===== src/rtl/cla_pkg.sv =====
// Shared types and helpers for the pipelined carry-lookahead adder.
package cla_pkg;

  localparam int CLA_GROUP = 4;

  typedef struct packed {
    logic p;
    logic g;
  } gp_t;

  function automatic int cla_ngroups(input int width);
    return width / CLA_GROUP;
  endfunction

endpackage


===== src/rtl/gp_logic_n.sv =====
// Per-bit propagate/generate for a WIDTH-bit operand pair.
// Latency: combinational.
// Backpressure: none; pure logic.
module gp_logic_n
  import cla_pkg::*;
#(
  parameter int WIDTH = 16
) (
  input  logic [WIDTH-1:0] a,
  input  logic [WIDTH-1:0] b,
  output gp_t  [WIDTH-1:0] gp
);

  for (genvar i = 0; i < WIDTH; i++) begin : g_bit
    assign gp[i].p = a[i] ^ b[i];
    assign gp[i].g = a[i] & b[i];
  end

endmodule


===== src/rtl/cla_adder_pipe.sv =====
// Two-stage carry-lookahead adder; CLA_OVERFLOW_EN adds a registered signed-overflow flag (ovf).
// Latency: 2 cycles from input transfer to out_valid, 1 result per cycle.
// Backpressure: valid/ready; output holds under stall, S1 fills then in_ready drops.
module cla_adder_pipe
  import cla_pkg::*;
#(
  parameter int WIDTH = 16,
  parameter int GROUP = 4
) (
  input  logic             clk,
  input  logic             rst,
  input  logic             in_valid,
  output logic             in_ready,
  input  logic [WIDTH-1:0] a,
  input  logic [WIDTH-1:0] b,
  input  logic             cin,
  output logic             out_valid,
  input  logic             out_ready,
  output logic [WIDTH-1:0] sum,
  output logic             cout
`ifdef CLA_OVERFLOW_EN
  ,
  output logic             ovf
`endif
);

  localparam int NG = cla_ngroups(WIDTH);

  if ((WIDTH % GROUP) != 0 || GROUP != CLA_GROUP || WIDTH < 4 || WIDTH > 64) begin : g_bad_cfg
    $error("cla_adder_pipe: WIDTH must be a multiple of 4 in 4..64 and GROUP must be 4");
  end

  // ---------------- S1: bit and group propagate/generate ----------------
  gp_t [WIDTH-1:0] bit_gp;
  gp_t [NG-1:0]    grp_gp;

  gp_logic_n #(.WIDTH(WIDTH)) u_gp (
    .a  (a),
    .b  (b),
    .gp (bit_gp)
  );

  for (genvar k = 0; k < NG; k++) begin : g_grp
    assign grp_gp[k].p = bit_gp[4*k+3].p & bit_gp[4*k+2].p & bit_gp[4*k+1].p & bit_gp[4*k].p;
    assign grp_gp[k].g = bit_gp[4*k+3].g
                       | (bit_gp[4*k+3].p & bit_gp[4*k+2].g)
                       | (bit_gp[4*k+3].p & bit_gp[4*k+2].p & bit_gp[4*k+1].g)
                       | (bit_gp[4*k+3].p & bit_gp[4*k+2].p & bit_gp[4*k+1].p & bit_gp[4*k].g);
  end

  logic            s1_valid;
  gp_t [WIDTH-1:0] s1_bit;
  gp_t [NG-1:0]    s1_grp;
  logic            s1_cin;
  logic            s2_advance;

  assign s2_advance = !out_valid || out_ready;
  assign in_ready   = !s1_valid || s2_advance;

  always_ff @(posedge clk or posedge rst) begin
    if (rst) begin
      s1_valid <= 1'b0;
      s1_bit   <= '0;
      s1_grp   <= '0;
      s1_cin   <= 1'b0;
    end else if (in_ready) begin
      s1_valid <= in_valid;
      if (in_valid) begin
        s1_bit <= bit_gp;
        s1_grp <= grp_gp;
        s1_cin <= cin;
      end
    end
  end

  // ---------------- S2: group ripple, in-group lookahead, sum ----------------
  logic [WIDTH:0]   c;
  logic [WIDTH-1:0] sum_d;

  // Only the group carry ripples; the three inner carries come straight from it.
  always_comb begin : carry_c
    logic cg;
    cg = s1_cin;
    c  = '0;
    for (int k = 0; k < NG; k++) begin
      c[4*k]   = cg;
      c[4*k+1] = s1_bit[4*k].g | (s1_bit[4*k].p & cg);
      c[4*k+2] = s1_bit[4*k+1].g
               | (s1_bit[4*k+1].p & s1_bit[4*k].g)
               | (s1_bit[4*k+1].p & s1_bit[4*k].p & cg);
      c[4*k+3] = s1_bit[4*k+2].g
               | (s1_bit[4*k+2].p & s1_bit[4*k+1].g)
               | (s1_bit[4*k+2].p & s1_bit[4*k+1].p & s1_bit[4*k].g)
               | (s1_bit[4*k+2].p & s1_bit[4*k+1].p & s1_bit[4*k].p & cg);
      cg = s1_grp[k].g | (s1_grp[k].p & cg);
    end
    c[WIDTH] = cg;
  end

  always_comb begin
    sum_d = '0;
    for (int i = 0; i < WIDTH; i++) sum_d[i] = s1_bit[i].p ^ c[i];
  end

  always_ff @(posedge clk or posedge rst) begin
    if (rst) begin
      out_valid <= 1'b0;
      sum       <= '0;
      cout      <= 1'b0;
`ifdef CLA_OVERFLOW_EN
      ovf       <= 1'b0;
`endif
    end else if (s2_advance) begin
      out_valid <= s1_valid;
      if (s1_valid) begin
        sum  <= sum_d;
        cout <= c[WIDTH];
`ifdef CLA_OVERFLOW_EN
        ovf  <= c[WIDTH] ^ c[WIDTH-1];
`endif
      end
    end
  end

endmodule


===== config.mk =====
export PLATFORM = sky130hd
export DESIGN_NAME = cla_adder_pipe
export DESIGN_NICKNAME = d
export VERILOG_FILES = /design/src/rtl/cla_pkg.sv /design/src/rtl/gp_logic_n.sv /design/src/rtl/cla_adder_pipe.sv
export SDC_FILE = /design/constraint.sdc
export NUM_CORES = 1
export LEC_CHECK = 0
export CAP_MARGIN = 20
export CORE_MARGIN = 5
export CORE_UTILIZATION = 35
export CTS_BUF_LIST = sky130_fd_sc_hd__clkbuf_8
export CTS_CLUSTER_SIZE = 25
export DETAILED_ROUTE_END_ITERATION = 8
export DONT_BUFFER_PORTS = 1
export PLACE_DENSITY = 0.59
export SLEW_MARGIN = 20
export SYNTH_ARGS = -nofsm -noshare
export SYNTH_HDL_FRONTEND = slang
export SYNTH_SLANG_ARGS = --single-unit

===== constraint.sdc =====
create_clock -name clk -period 2.9 [get_ports clk]
set_clock_uncertainty 0.1 [all_clocks]
set_input_delay 0.58 -clock clk [delete_from_list [all_inputs] [get_ports clk]]
set_output_delay 0.58 -clock clk [all_outputs]
set_load 0.1 [all_outputs]

; ---- Yosys cells after proc, flatten, opt, wreduce, memory -nomap -nowiden
; Cells that the tools add are included.
[classes]
eq_ne = 0
bitwise = 152
multipliers = 0
n_addsub = 0
shifts = 0
n_lt_le_gt_ge = 0
muxes = 0
reduce_logical = 6
div = 0
[ops]
columns = op, n
row1 = 1-bit AND, 80
row2 = 1-bit bitwise OR, 40
row3 = 1-bit XOR, 32
row4 = 2-bit AND reduction, 2
row5 = 1-bit logical NOT, 2
row6 = 1-bit logical OR, 2
[totals]
romBits = 0
latch_bits = 0
memories = 0
register_bits = 56
ram_bits = 0
input_bits = 37

; ---- Logic depth before layout (Yosys ltp)
[depth]
depth_word = 9
depth_mapped = 7

; ---- Modules after synthesis
; A second synthesis with hierarchy kept.
[hier_totals]
hier_cells = 248
area_unflattened_um2 = 2825.2
[modules_own_cells]
columns = module, area_per_inst_um2, seq_area_each_um2, cells_per_inst, instances
row1 = cla_adder_pipe, 2625.0, 1401.3, 232, 1
row2 = gp_logic_n, 200.2, 0.0, 16, 1

; ---- Worst setup path after synthesis
; OpenSTA, ideal clock, no wires.
[synth_timing]
kind = reg-to-reg
from = reg out_valid
to = reg s1_bit[16] (netlist name)
slack_ps = -273
path_stages_with_launch = 5
arrival_time_ps = 2948
setup_time_ps = 125
n_path_buf = 1
cell_sequence = dfrtp_1 > nand3b_1 > nand2_2 > buf_4 > mux2_2
[synth_between]
elab_chain_len = 4
[synth_rtl]
columns = item, line
row1 = "start, declared", cla_adder_pipe.sv:17  ; output logic out_valid,
row2 = "start signal, assigned", cla_adder_pipe.sv:114  ; out_valid <= s1_valid;
row3 = 1-bit logical NOT, cla_adder_pipe.sv:57  ; assign s2_advance = !out_valid || out_ready;
row4 = 1-bit logical OR, cla_adder_pipe.sv:57
row5 = 1-bit logical OR, cla_adder_pipe.sv:58  ; assign in_ready = !s1_valid || s2_advance;
row6 = net in_ready, cla_adder_pipe.sv:13  ; output logic in_ready,
row7 = 2-bit AND reduction (no line), -
row8 = "end signal, assigned", cla_adder_pipe.sv:69  ; s1_bit <= bit_gp;
row9 = "end, declared", cla_adder_pipe.sv:52  ; gp_t [WIDTH-1:0] s1_bit;
; The timed path passes the listed nets, and every way through them passes these cells.
; A chain may end at the register's enable or synchronous reset.

; ---- Worst setup path in the final report
[layout_timing]
from = reg sum[9]
to = out sum[9]
[layout_lines]
columns = item, line
row1 = "start, declared", cla_adder_pipe.sv:19  ; output logic [WIDTH-1:0] sum,
row2 = "start signal, assigned", cla_adder_pipe.sv:116  ; sum <= sum_d;
; No word-level cell between the ends.

==> results.yml <==
yosys:
  synth_ff_type: "dfrtp_1"
  synth_area_leaders: "dfrtp_1 (50%), mux2_2 (11%), ha_1 (8.9%), nand2_1 (3.9%), a21o_1 (3.2%)"
  yosys_warnings: 0
  yosys.area.top_type: "dfrtp_1"
  yosysSeqAreaShare: 0.496
  yosysTopAreaCellShare: 0.496
  synth.most_common_cell: "dfrtp_1"
  syn-instance-count: 248
  netlist_area_um2: 2820
  synthTopCellsByCount: "dfrtp_1 (56), nand2_1 (29), mux2_2 (27)"
  syn_nets: 305
  post_synth.cell_area_avg_um2: 11.4
  ys_async_sr_fraction: 1.00
  synth-seq-cells: 56
  yosysUniqueCellTypes: 42
  synth-edff-count: 0
final_layout:
  final_net_count: 309
  num_antenna_cells: 0
  drive_above_1_share: 0.194
  syn2layout_area_growth_pct: 7.71
critical_path:
  cp_num_cells: 0
  crit_path_start_kind: "flop"
  end_kind: "primary output"
  criticalPathCategory: "reg -> out"
  crit_path_max_fanout: 2
  cp_data_arrival_time_ns: 1.29
  cp.required_ns: 2.22
  r2r_cells: 7
sta:
  final_hold_viol_count: 0
  fin_crit_sh: 0.678
  drv_slew: 0
  fmax_mhz: 508
  tightest_slew_ns: 0.942
  setup_tns_ns: 0
  rsz0062_at_grt: "false"
  setup_viol: 0
  slew_headroom: 0.372
  worst_hold_slack_ns: 0.0622
  layout_min_cycle_time_ns: 1.97
detailed_routing:
  wl_per_cell_um: 16.0
  drc: 0
  drt_first_iter_violations: 77
  viasPerCell: 5.12
  vias: 1816
  postRouteAntennaNets: 0
  drt-pass1-iter-count: 3
  wirelength_um: 5680
floorplanning:
  chipHeight_um: 99.8
  ioPinCount: 56
  die_w_um: 99.8
  design.die.area_um2: 9960
  start_util: 0.362
  core-area_um2: 7810
  rows: 32
grt:
  grt_pass1_wl_um: 9820
  grt_max_degree: 39
  grt_pass1_vias: 1969
  antenna_found_initial: 0
  track_usage: 0.123
  gr-total-overflow: 0
clocking:
  ctsHtreeMaxLevel: 2
  cts_tree: "done"
  cts_root_buf: "clkbuf_8"
  cts_buffers: 5
  insertion_delay_ns: 0.31
  post-cts-setup-buffers: 0
  cts_buffer_depth: 2
  cts.sinks: 56
  hold_buffers: 0
  post_cts_resized: 0
  path_clk_slew_ns: 0.10
placed_design:
  port_buffers: 0
  hpwl_um: 4260
  gp_congestion: 0.750
pwr:
  p_leak_nw: 1.43
  powerDensity_nw_per_um2: 847
  irDropWorstVdd_mv: 0.329
  p_total_mw: 2.57
outcome:
  status: "complete, no violations"
hold_path:
  min_path_type: "in -> async"
run:
  cap_violations: 0
## registers in the layout (all words and copies together), names as in the netlist
register   count
cout           1
out_valid      1
s1_bit        28
s1_cin         1
s1_grp         8
s1_valid       1
sum           16
## power by group
part	leakage (nW)	internal, mW	switching [mW]
combinational	0.692	0.209	0.223
sequential	0.688	0.932	0.788
clock	0.0479	0.169	0.252
total	1.43	1.31	1.26
## cells by family after synthesis
group           Yosys count  share of synthesized area
simple gates             62                      0.113
fa+ha+maj                20                     0.0887
compound gates           57                      0.131
flops                    56                      0.496
buf+inv                  16                     0.0293
mux                      32                      0.126
xor+xnor                  5                     0.0155
## final timing paths
path / endpoint / slack [ns] / start
max: sum[9] / 0.93 / sum[9]
min: sum[0] / 0.06 / rst
max reg2reg: sum[13] / 1.02 / s1_cin
min reg2reg: s1_grp[6] / 0.40 / s1_grp[6]
max in group asynchronous: s1_grp[2] / 2.09 / rst
min in group clk: s1_valid / 0.29 / in_valid
## cell type report
cell class,instances,area [um^2]
clock buffers,5,68.8
clock inverters,3,18.8
fillers,784,4770
inverters,7,26.3
multi-input cells,176,1340
flip-flops and latches,56,1400
well taps,102,128
repair buffers,6,57.6
## metal layers
layer,part of all wire,wire (um),GRT usage
met1,0.47,2650,0.158
met2,0.46,2600,0.198
met3,0.064,365,0.0396
met4,0.013,75,0.0378
met5,0,0,0
## through the flow
step / std cells / utilization / setup slack (ns) / area [um^2]
4_1_cts: 355 / 0.389 / 0.913 / 3040
3_5_place_dp: 347 / 0.378 / 0.845 / 2950
3_3_place_gp: 347 / 0.378 / 0.837 / 2950
6_report: 355 / 0.389 / 0.933 / 3040
2_1_floorplan: 248 / - / 0.0523 / 2820
5_1_grt: 355 / 0.389 / 0.859 / 3040
## layout by cell type (no fill, tap or decap), types with 2 or more instances in the layout
| cell type | count |
|---|---|
| dfrtp_1 | 55 |
| nand2_1 | 29 |
| mux2_2 | 27 |
| ha_1 | 20 |
| o21ai_0 | 17 |
| a21o_1 | 12 |
| a21oi_1 | 10 |
| nor2_1 | 7 |
| inv_1 | 6 |
| nand3_1 | 5 |
| nand4_1 | 5 |
| clkbuf_8 | 5 |
| buf_4 | 5 |
| xor2_1 | 4 |
| o21ai_1 | 4 |
| or4_1 | 4 |
| a211oi_1 | 3 |
| o2111ai_1 | 3 |
| mux2i_1 | 3 |
| nor2b_1 | 2 |
| mux2_1 | 2 |
| clkinv_2 | 2 |
(Power assumes the default switching activity.)
